## src/rtl/zelda_pkg.sv

```systemverilog
// Shared types and constants for the draw-state pixel path.
// Latency: n/a (declarations only).
// Backpressure: n/a.
package zelda_pkg;

    // Write-port arbiter FSM states.
    typedef enum logic {
        S_IDLE  = 1'b0,
        S_GRANT = 1'b1
    } arb_state_e;

    // Requester indices on the shared VGA write port.
    localparam int REQ_MAP     = 0;
    localparam int REQ_LINK    = 1;
    localparam int REQ_ENEMIES = 2;

    // Screen geometry and colour defaults (160x120, 3-bit colour).
    localparam int DEF_X_W     = 8;
    localparam int DEF_Y_W     = 7;
    localparam int DEF_COLOR_W = 3;

    // Sprite colour key: pixels of this colour are never plotted for keyed requesters.
    localparam logic [DEF_COLOR_W-1:0] TRANSPARENT_COLOUR = 3'b101;

endpackage

```

## src/rtl/rr_picker.sv

```systemverilog
// Round-robin picker: one-hot winner among req, searching from ptr+1 upward (mod N).
// Latency: combinational.
// Backpressure: none; caller decides when to consume the winner and advance ptr.
//
// Ports:
//   req      - request vector
//   ptr      - index of the last owner
//   win      - one-hot winner (zero when req is zero)
//   win_idx  - binary index of the winner (0 when req is zero)
module rr_picker #(
    parameter int N     = 3,
    parameter int PTR_W = (N > 1) ? $clog2(N) : 1
) (
    input  logic [N-1:0]     req,
    input  logic [PTR_W-1:0] ptr,
    output logic [N-1:0]     win,
    output logic [PTR_W-1:0] win_idx
);

    always_comb begin
        int   cand;
        logic found;
        win     = '0;
        win_idx = '0;
        cand    = 0;
        found   = 1'b0;
        // Offset 1 first so the last owner is checked last.
        for (int k = 1; k <= N; k++) begin
            cand = (int'(ptr) + k) % N;
            if (!found && req[cand]) begin
                found     = 1'b1;
                win[cand] = 1'b1;
                win_idx   = PTR_W'(cand);
            end
        end
    end

endmodule

```

## src/rtl/vga_write_arbiter.sv

```systemverilog
// Shares the VGA adapter write port among map/Link/enemy generators, one burst per grant.
// Latency: req->grant 1 cycle; accepted pixel->vga_* 1 cycle; >=1 idle cycle between bursts.
// Backpressure: none on pixels; losers simply hold req until they are granted.
//
// Ports:
//   clock, reset            - clock and async active-high reset
//   req/pix_valid/pix_last  - per-requester burst request and pixel strobes
//   pix_x/pix_y/pix_colour  - packed per-requester pixel data (slice i = requester i)
//   grant, burst_done, busy - ownership, end-of-burst pulse, port-in-use flag
//   vga_x/vga_y/vga_colour/vga_plot - registered adapter write port
module vga_write_arbiter
    import zelda_pkg::*;
#(
    parameter int                  NUM_REQ     = 3,
    parameter int                  X_W         = DEF_X_W,
    parameter int                  Y_W         = DEF_Y_W,
    parameter int                  COLOR_W     = DEF_COLOR_W,
    parameter logic [COLOR_W-1:0]  TRANSPARENT = TRANSPARENT_COLOUR,
    parameter logic [NUM_REQ-1:0]  KEY_MASK    = 3'b110
) (
    input  logic                       clock,
    input  logic                       reset,
    input  logic [NUM_REQ-1:0]         req,
    input  logic [NUM_REQ-1:0]         pix_valid,
    input  logic [NUM_REQ-1:0]         pix_last,
    input  logic [NUM_REQ*X_W-1:0]     pix_x,
    input  logic [NUM_REQ*Y_W-1:0]     pix_y,
    input  logic [NUM_REQ*COLOR_W-1:0] pix_colour,
    output logic [NUM_REQ-1:0]         grant,
    output logic [NUM_REQ-1:0]         burst_done,
    output logic                       busy,
    output logic [X_W-1:0]             vga_x,
    output logic [Y_W-1:0]             vga_y,
    output logic [COLOR_W-1:0]         vga_colour,
    output logic                       vga_plot
);

    localparam int PTR_W = (NUM_REQ > 1) ? $clog2(NUM_REQ) : 1;

    arb_state_e           state_q, state_d;
    logic [PTR_W-1:0]     ptr_q, ptr_d;
    logic [NUM_REQ-1:0]   grant_q, grant_d;
    logic [NUM_REQ-1:0]   done_q, done_d;
    logic                 plot_q, plot_d;
    logic [X_W-1:0]       x_q, x_d;
    logic [Y_W-1:0]       y_q, y_d;
    logic [COLOR_W-1:0]   col_q, col_d;

    logic [NUM_REQ-1:0]   win;
    logic [PTR_W-1:0]     win_idx;
    logic [COLOR_W-1:0]   owner_col;
    logic                 owner_keyed;

    rr_picker #(
        .N     (NUM_REQ),
        .PTR_W (PTR_W)
    ) u_picker (
        .req     (req),
        .ptr     (ptr_q),
        .win     (win),
        .win_idx (win_idx)
    );

    // While granted, ptr_q holds the current owner's index, so it selects the data slice.
    assign owner_col   = pix_colour[ptr_q*COLOR_W +: COLOR_W];
    assign owner_keyed = KEY_MASK[ptr_q] && (owner_col == TRANSPARENT);

    always_comb begin
        state_d = state_q;
        ptr_d   = ptr_q;
        grant_d = grant_q;
        done_d  = '0;
        plot_d  = 1'b0;
        x_d     = x_q;
        y_d     = y_q;
        col_d   = col_q;
        case (state_q)
            S_IDLE: begin
                if (|req) begin
                    grant_d = win;
                    ptr_d   = win_idx;
                    state_d = S_GRANT;
                end
            end
            S_GRANT: begin
                if (!req[ptr_q]) begin
                    // Abort wins over any pixel presented in the same cycle.
                    grant_d = '0;
                    state_d = S_IDLE;
                end else if (grant_q[ptr_q] && pix_valid[ptr_q]) begin
                    if (!owner_keyed) begin
                        plot_d = 1'b1;
                        x_d    = pix_x[ptr_q*X_W +: X_W];
                        y_d    = pix_y[ptr_q*Y_W +: Y_W];
                        col_d  = owner_col;
                    end
                    if (pix_last[ptr_q]) begin
                        done_d[ptr_q] = 1'b1;
                        grant_d       = '0;
                        state_d       = S_IDLE;
                    end
                end
            end
            default: begin
                grant_d = '0;
                state_d = S_IDLE;
            end
        endcase
    end

    always_ff @(posedge clock or posedge reset) begin
        if (reset) begin
            state_q <= S_IDLE;
            ptr_q   <= PTR_W'(NUM_REQ - 1);
            grant_q <= '0;
            done_q  <= '0;
            plot_q  <= 1'b0;
            x_q     <= '0;
            y_q     <= '0;
            col_q   <= '0;
        end else begin
            state_q <= state_d;
            ptr_q   <= ptr_d;
            grant_q <= grant_d;
            done_q  <= done_d;
            plot_q  <= plot_d;
            x_q     <= x_d;
            y_q     <= y_d;
            col_q   <= col_d;
        end
    end

    assign grant      = grant_q;
    assign burst_done = done_q;
    assign busy       = (state_q == S_GRANT);
    assign vga_plot   = plot_q;
    assign vga_x      = x_q;
    assign vga_y      = y_q;
    assign vga_colour = col_q;

endmodule

```

## config.mk

```make
export PLATFORM = sky130hd
export DESIGN_NAME = vga_write_arbiter
export DESIGN_NICKNAME = d
export VERILOG_FILES = /design/src/rtl/zelda_pkg.sv /design/src/rtl/rr_picker.sv /design/src/rtl/vga_write_arbiter.sv
export SDC_FILE = /design/constraint.sdc
export NUM_CORES = 1
export LEC_CHECK = 0
export CORE_UTILIZATION = 41
export CTS_CLUSTER_DIAMETER = 60
export DETAILED_ROUTE_END_ITERATION = 6
export GPL_TIMING_DRIVEN = 0
export HOLD_SLACK_MARGIN = 0.12
export PLACE_DENSITY = 0.8
export RECOVER_POWER = 100
export SLEW_MARGIN = 20
export SYNTH_ARGS = -nofsm -noshare
export SYNTH_HDL_FRONTEND = slang
export SYNTH_SLANG_ARGS = --single-unit
```

## constraint.sdc

```tcl
create_clock -name clock -period 2.9 [get_ports clock]
set_clock_uncertainty 0.05 [all_clocks]
set_input_delay 0.435 -clock clock [delete_from_list [all_inputs] [get_ports clock]]
set_output_delay 0.435 -clock clock [all_outputs]
set_load 0.01 [all_outputs]
```

; Yosys cells after proc, flatten, opt, wreduce, memory -nomap -nowiden
; Cells that the tools add are included.
[classes]
n_addsub = 3
mul = 2
n_div = 3
magnitude_cmp = 8
eq_ne = 4
shifts = 3
muxes = 53
n_bitwise = 4
n_reduce_logical = 14
[op_table]
columns = cell, count
row1 = $ge A32 B1 Y1 const B, 3
row2 = $lt A32 B4 Y1 const B, 3
row3 = $mod A32 B3 Y32 const B, 3
row4 = $mux W3, 11
row5 = $mux W1, 25
row6 = $shiftx A24 B6 Y8, 1
row7 = $shiftx A21 B6 Y7, 1
row8 = $bmux W1 S2, 8
row9 = $shiftx A9 B5 Y3, 1
row10 = $demux W1 S2, 4
row11 = $logic_and A1 B1 Y1, 8
row12 = $add A2 B2 Y3 const B, 2
row13 = $mux W2, 3
row14 = $ne A3 B2 Y1 const B, 2
row15 = $or A3 B3 Y3, 2
row16 = $pmux W3 S2, 1
row17 = $mul A2 B3 Y5 const B, 1
row18 = $mul A2 B2 Y4 const B, 1
row19 = $reduce_and A4 Y1, 1
row20 = $add A2 B1 Y3 const B, 1
row21 = $eq A3 B3 Y1 const B, 1
row22 = $lt A2 B3 Y1 const B, 1
row23 = $reduce_and A3 Y1, 1
row24 = $reduce_or A3 Y1, 1
row25 = 6 further kinds, 8
[word_totals]
register_bits = 28
latchBits = 0
ramBits = 0
romBits = 0
in_bits = 65
word_cells = 102
n_memories = 0

; Logic depth before layout (Yosys ltp)
; Gate-level depths: netlist of the first run.
[depth]
ltp_word = 14
depth_mapped = 9

; Modules after synthesis
; From an unflattened synthesis of the first run, not the netlist that was laid out.
[hier_totals]
hier_cells = 195
area_unflattened_um2 = 1908.1
[by_module_without_submodules]
columns = mod, n_inst, cells_per_inst, area_each_um2, seq_area_each_um2
row1 = vga_write_arbiter, 1, 160, 1649.1, 701.9
row2 = rr_picker, 1, 35, 259.0, 0.0

; Worst setup path after synthesis of the first run
; No wires, ideal clock.
[synth_timing]
path_type = flip-flop to flip-flop
startpoint = register ptr_q[1]
endpoint = register grant_q[0], in the netlist grant[0]
setup_ns = 0.131
arrival_time_ns = 2.103
required_time_ns = 2.719
slack_ns = 0.616
stages_incl_launch_ff = 9
n_path_buf = 1
period_less_slack_ns = 2.284
path_cell_list = dfstp_2 -> buf_2 -> inv_1 -> ha_1 -> mux2i_1 -> o211ai_1 -> a2111oi_0 -> a311o_1 -> or3_1
[synth_between]
elab_chain_len = 14
word_cells_on_any_way = 56
cone_classes = 3 x add/sub / 3 x div / 6 x order compare / 2 x eq/ne / 31 x mux / 2 x bitwise / 9 x reduce/logical
[synth_lines]
columns = item, line_no
row1 = "start, declared", vga_write_arbiter.sv:41  ; logic [PTR_W-1:0] ptr_q, ptr_d;
row2 = "start signal, assigned", vga_write_arbiter.sv:114  ; ptr_q <= PTR_W'(NUM_REQ - 1);
row3 = "start signal, assigned", vga_write_arbiter.sv:123  ; ptr_q <= ptr_d;
row4 = "parallel branches: the longest is 14 deep, another holds $mod A32 B3 Y32", -
row5 = "end signal, assigned", vga_write_arbiter.sv:124  ; grant_q <= grant_d;
row6 = "end, declared", vga_write_arbiter.sv:42  ; logic [NUM_REQ-1:0] grant_q, grant_d;
; Several ways; the timed one is not identified. The select of a mux whose other input is x is not followed.
; A chain may end at the register's enable or synchronous reset.

; Worst setup path after layout of the first run
[layout_timing]
startpoint = register ptr_q[1]
endpoint = register ptr_q[0]
[layout_between]
elab_chain_len = 12
word_cells_on_any_way = 24
cone_classes = 3 x add/sub / 3 x div / 14 x mux / 4 x reduce/logical
[layout_lines]
columns = item, line_no
row1 = $add A2 B1 Y3, rr_picker.sv:29  ; cand = (int'(ptr) + k) % N;
row2 = $mod A32 B3 Y32, rr_picker.sv:29
row3 = $bmux W1 S2, rr_picker.sv:30  ; if (!found && req[cand]) begin
row4 = $mux W1 (implied by the code) (2 in a row), rr_picker.sv:30
row5 = $mux W1, rr_picker.sv:30
row6 = $logic_not A1 Y1, rr_picker.sv:30
row7 = $logic_and A1 B1 Y1, rr_picker.sv:30
row8 = $mux W1, rr_picker.sv:30
row9 = $logic_not A1 Y1, rr_picker.sv:30
row10 = $logic_and A1 B1 Y1, rr_picker.sv:30
row11 = $mux W2 *, rr_picker.sv:30
; Every way passes the cells marked *; elsewhere a longest branch is shown, timed or not. The select of a mux whose other input is x is not followed.

==> results of run 1 <==
## flip-flops by register name (all words and copies together), names as in the netlist
| name | cells |
|---|---|
| vga_x | 8 |
| vga_y | 7 |
| burst_done | 3 |
| grant | 3 |
| vga_colour | 3 |
| ptr_q | 2 |
| busy | 1 |
| vga_plot | 1 |
## cells by family after synthesis
family	count (synthesis)	share of synthesized area, %
AND/OR/NAND/NOR	48	14.17
adder cells (fa/ha/maj)	5	3.266
flip-flops	28	36.64
multiplexers	38	22.67
buffers and inverters	24	7.054
AO/OA/AOI/OAI	47	16.20
## path summary, 6_finish.rpt
check / slack (ps) / to / startpoint
max: 140 / ptr_q[0] / ptr_q[1]
min: 450 / vga_colour[0] / vga_colour[0]
max reg2reg: 140 / ptr_q[0] / ptr_q[1]
min reg2reg: 450 / vga_colour[0] / vga_colour[0]
max in group asynchronous: 1350 / ptr_q[0] / reset
min in group asynchronous: 810 / vga_y[3] / reset
## where the power goes
group          switching, mW  internal (mW)  total, mW
sequential            0.0817          0.526      0.607
clock                  0.126          0.185      0.311
combinational          0.697          0.633       1.33
## cells in the mapped netlist, drive strengths merged, types with 2 or more instances
library cell / instances / area share [%]
a21oi: 5 / 1.5
nor3: 3 / 1.0
nand3: 2 / 0.52
mux2: 16 / 11
a31oi: 3 / 0.98
o22a: 2 / 0.91
nand3b: 3 / 1.8
o21ai: 20 / 5.4
a21o: 3 / 1.2
inv: 11 / 2.2
o211ai: 2 / 0.78
o32ai: 2 / 0.91
dfrtp: 27 / 35
clkbuf: 3 / 0.59
nor2b: 3 / 0.98
nand2b: 2 / 0.65
buf: 10 / 4.3
ha: 5 / 3.3
or2: 2 / 0.65
mux2i: 22 / 11
and4b: 2 / 1.0
nor2: 8 / 1.6
nand2: 17 / 3.3
## per-layer routing
| layer | share of wire (%) | global-route usage (%) | vias up | wire, um |
|---|---|---|---|---|
| li1 | - | - | 869 | - |
| met1 | 44 | 27.30 | 819 | 2254 |
| met2 | 50 | 35.45 | 54 | 2544 |
| met3 | 5.0 | 3.319 | 2 | 257 |
| met4 | 0.75 | 4.667 | 0 | 38 |
| met5 | 0 | 0 | - | 0 |
## final cells by class
type / count / area share (%)
inverters: 11 / 1.425
well taps: 52 / 2.246
clock buffers: 3 / 1.425
clock inverters: 1 / 1.037
flip-flops and latches: 28 / 24.23
plain buffers: 13 / 3.024
repair buffers: 88 / 30.41
multi-input cells: 138 / 36.20
## critical path, delay by kind of cell (launching register included)
family                     cells  cell delay (ps)
buffers and inverters          3              630
AOI/OAI and AO/OA              3              700
adders and majority gates      1              420
and+or+nand+nor                1              250
DFF                            1              640
## layout by cell type, fill, tap and decap left out, types with 2 or more instances in the layout
master           count
nor2b_1              3
mux2i_1             22
or2_2                2
o211ai_1             2
buf_6                2
mux2_2               7
a31oi_1              3
buf_2                5
ha_1                 5
dlygate4sd3_1       27
o32ai_1              2
nand3b_1             2
mux2_1               8
a21oi_1              4
o21ai_0             18
nand3_1              2
nand2_1             17
clkdlybuf4s50_1     61
nor3_1               2
inv_1               10
a21o_1               3
clkbuf_1             3
dfrtp_1             27
clkbuf_8             3
nor2_1               8
and4b_1              2
nand2b_1             2
o22a_1               2
## what timing repair did
action | 4_1_cts | 5_1_grt
hold endpoints to repair | 0 | 0
setup endpoints to repair | 0 | 2
gates resized for setup | 0 | 2
hold buffers | 0 | 0
==> flow_summary.json, run 1 <==
{
  "routed_wl_um": 5095,
  "worst_slack_ps": 138.2,
  "yosys_warnings": 0,
  "fin_crit_ps": 2762,
  "cts_buffer_depth": 2,
  "io_buffers": 88,
  "maxCapViolCount": 0,
  "path_class": "register to register",
  "rsz0062_at_grt": "false",
  "tightest_slew_ps": 1077,
  "synth_seq_cells": 28,
  "fmax_mhz": 362.1,
  "reg2reg_depth": 8,
  "hold_class": "register to register",
  "postCtsSetupBuffers": 0,
  "period_share_pct": 95.23,
  "regArea_um2": 701.9,
  "slew_headroom_pct": 28.12,
  "min_path_cells": 1,
  "fin_tns_setup_ps": 0,
  "area_growth_pct": 51.21,
  "clk_pin_slew_ps": 100,
  "crit_path_end_kind": "register",
  "post-dp-hpwl_um": 3985,
  "path_max_fanout": 10,
  "status": "complete, no violations",
  "placed_cell_area_mm2": 0.002861,
  "ant_nets": 0,
  "grt-ovfl-total": 0,
  "route.detailed.drc": 0,
  "core_mm2": 0.004414,
  "synthCells": 190,
  "placed_cells": 330,
  "initial_utilization_pct": 43.40,
  "track_usage_pct": 20.72,
  "grt_pass1_vias": 1686,
  "crit_required_ps": 3070,
  "vias": 1744,
  "path_cells": "buf_2 > inv_1 > ha_1 > clkbuf_2 > nor4b_1 > a21oi_1 > o32ai_1 > a21o_1",
  "multi_input_area_mm2": 0.001049,
  "io_pins": 91,
  "slowest_delay_ps": 640,
  "synth_edf_count": 0,
  "clock-sinks": 28,
  "cp-start-kind": "register",
  "synth_ff_type": "dfrtp_1",
  "power_density_mw_per_mm2": 776.1,
  "drive_gt1_share_pct": 10.28,
  "ys_seq_area_share_pct": 36.64,
  "cts_buffers": 3,
  "p_leak_nw": 1.329,
  "syn_area_per_cell_um2": 10.08,
  "final_nets": 353,
  "via_per_inst": 5.222,
  "rows": 24,
  "drv_slew": 0,
  "drtIter0Drc": 89,
  "worstPathArrival_ps": 2930,
  "antenna_cells": 0,
  "whs_ps": 446.8,
  "async_reset_ff_share_pct": 100.0,
  "grt_max_degree": 29,
  "grt_antenna_before_repair": 0,
  "syn_nets": 260,
  "critPathSlowestCell": "dfstp_2",
  "cts_tree": "done",
  "die_h_um": 70.36,
  "clk_latency_ps": 270,
  "hold_violations": 0,
  "die_w_um": 70.36,
  "finalPower_mw": 2.248,
  "instances_no_fill": 334,
  "dr.pass1.iters": 4,
  "stdcell_area_mm2": 0.002897,
  "setup_viol": 0,
  "ir_drop_uv": 376.1,
  "ys_types": 50,
  "gp_congestion": 0.8352,
  "nFillCells": 392,
  "grt_pass1_wl_um": 8224,
  "pre_cts_slack_ps": 132.0,
  "die-area_mm2": 0.004950,
  "cts_root_buffer": "clkbuf_8",
  "synth_area_mm2": 0.001916,
  "fin_util_pct": 65.62,
  "wl_per_cell_um": 15.25,
  "htree_num_levels": 1
}
Note: power is estimated with default switching activity, not from simulation.
==> inputs of run 2 (changes only) <==
CORE_MARGIN = 3   (was not set)
==> flow_summary.json, run 2 (synthesis gave the netlist of run 1 again) <==
{
  "status": "complete, no violations",
  "worstPathArrival_ps": 2860,
  "hold_class": "register to register",
  "hold_violations": 0,
  "initial_utilization_pct": 43.10,
  "gp_congestion": 0.8536,
  "die_w_um": 74.36,
  "rows": 24,
  "route.detailed.drc": 0,
  "clk_pin_slew_ps": 90,
  "vias": 1751,
  "setup_viol": 0,
  "io_buffers": 88,
  "critPathSlowestCell": "dfstp_2",
  "cts_buffers": 3,
  "slew_headroom_pct": 29.06,
  "cts_buffer_depth": 2,
  "final_nets": 353,
  "core_mm2": 0.004444,
  "pre_cts_slack_ps": 117.4,
  "clockPowerShare_pct": 9.8,
  "fin_tns_setup_ps": 0,
  "maxCapViolCount": 0,
  "antenna_cells": 0,
  "ant_nets": 0,
  "rrSetupSlack_ps": 210,
  "whs_ps": 446.1,
  "fin_crit_ps": 2691,
  "grt-ovfl-total": 0,
  "layout_commonest_cell": "clkdlybuf4s50_1",
  "via_per_inst": 5.243,
  "drive_gt1_share_pct": 13.12,
  "largest_reg_flops": 8,
  "track_usage_pct": 18.54,
  "final_cell_mix": "clkdlybuf4s50_1, dfrtp_1, dlygate4sd3_1, mux2i_1, o21ai_0",
  "p_leak_nw": 1.351,
  "slowest_delay_ps": 640,
  "crit_path_end_kind": "register",
  "combPwrFrac_pct": 62.3,
  "period_share_pct": 92.78,
  "power_density_mw_per_mm2": 750.4,
  "grt_antenna_before_repair": 0,
  "htree_num_levels": 1,
  "path_class": "register to register",
  "grt_max_degree": 29,
  "path_max_fanout": 10,
  "drv_slew": 0,
  "p_sw_share_pct": 40.68,
  "worst_slack_ps": 209.4,
  "die_h_um": 74.36,
  "path_cells": "buf_2 > inv_1 > ha_1 > clkbuf_2 > nor4b_1 > a21oi_1 > o32ai_1 > a21o_1",
  "cts_root_buffer": "clkbuf_8",
  "p_sw_uw": 887.6,
  "finalPower_mw": 2.182,
  "p_int_mw": 1.294,
  "dr.pass1.iters": 4,
  "tightest_slew_ps": 1063,
  "critPathTopFamily": "compound AO/OA/AOI/OAI gates",
  "cp-start-kind": "register",
  "cts_tree": "done",
  "die-area_mm2": 0.005529,
  "wl_per_cell_um": 15.46,
  "clock-sinks": 28,
  "routed_wl_um": 5162,
  "grt_pass1_wl_um": 7983,
  "ir_drop_uv": 527.7,
  "seqPwrFrac_pct": 27.9,
  "path_buf_inv": 3,
  "area_growth_pct": 51.80,
  "drtIter0Drc": 106,
  "io_pins": 91,
  "grt_pass1_vias": 1692,
  "crit_required_ps": 3070,
  "rsz0062_at_grt": "false",
  "post-dp-hpwl_um": 4187,
  "clk_latency_ps": 270,
  "fmax_mhz": 371.7
}
[run 2: cell types whose count changed in the layout (fill, tap and decap cells not counted)]
cell,previous run,this run
mux2_1,8,0
bufinv_16,1,0
mux2_4,1,9
buf_6,2,3
[run 2: layer usage]
metal | up-vias | global-route usage [%] | share of wire [%]
met3 | 7 | 4.324 | 5.5
met5 | - | 0 | 0
met1 | 812 | 23.65 | 42
met2 | 57 | 32.19 | 51
met4 | 0 | 3.755 | 1.1
li1 | 875 | - | -
[run 2: final timing paths]
| path | cells after the start | startpoint | to |
|---|---|---|---|
| min in group asynchronous | 2 | reset | vga_plot |
| hold / removal | 1 | vga_colour[0] | vga_colour[0] |
| setup / recovery | 8 | ptr_q[1] | grant[1] |
| hold reg to reg | 1 | vga_colour[0] | vga_colour[0] |
| setup reg to reg | 8 | ptr_q[1] | grant[1] |
| max in group asynchronous | 2 | reset | busy |
[run 2: layout make-up]
class	instances	area (um2)
Fill cell	371	1536
Multi-Input combinational cell	138	1079
Timing Repair Buffer	88	880.8
Sequential cell	28	701.9
Buffer	13	95.09
Tap cell	52	65.06
Clock buffer	4	45.04
Inverter	11	41.29
[run 2: through the flow]
stage	area, um2	cells	util [%]
after floorplan	1916	190	-
after global placement	2861	330	64.39
after detailed placement	2861	330	64.39
after CTS	2907	334	65.40
after global routing	2908	334	65.43
final	2908	334	65.43
[run 2: power groups by stage]
stage	combinational, mW	clock, mW	sequential [mW]
floorplan	0.828	0	0.663
global placement	1.37	0	0.616
detailed placement	1.39	0	0.625
CTS	1.40	0.221	0.617
global route	1.48	0.240	0.630
finish	1.36	0.215	0.608
[run 2: timing repair]
action,in CTS,in global routing
setup buffers,0,0
hold buffers,0,0
setup endpoints to repair,0,2
resized for setup,0,2
==> inputs of run 3 (changes only) <==
TNS_END_PERCENT = 20   (was not set)
==> results of run 3 <==
The final DEF is identical to that of run 2; final timing and power are the same.
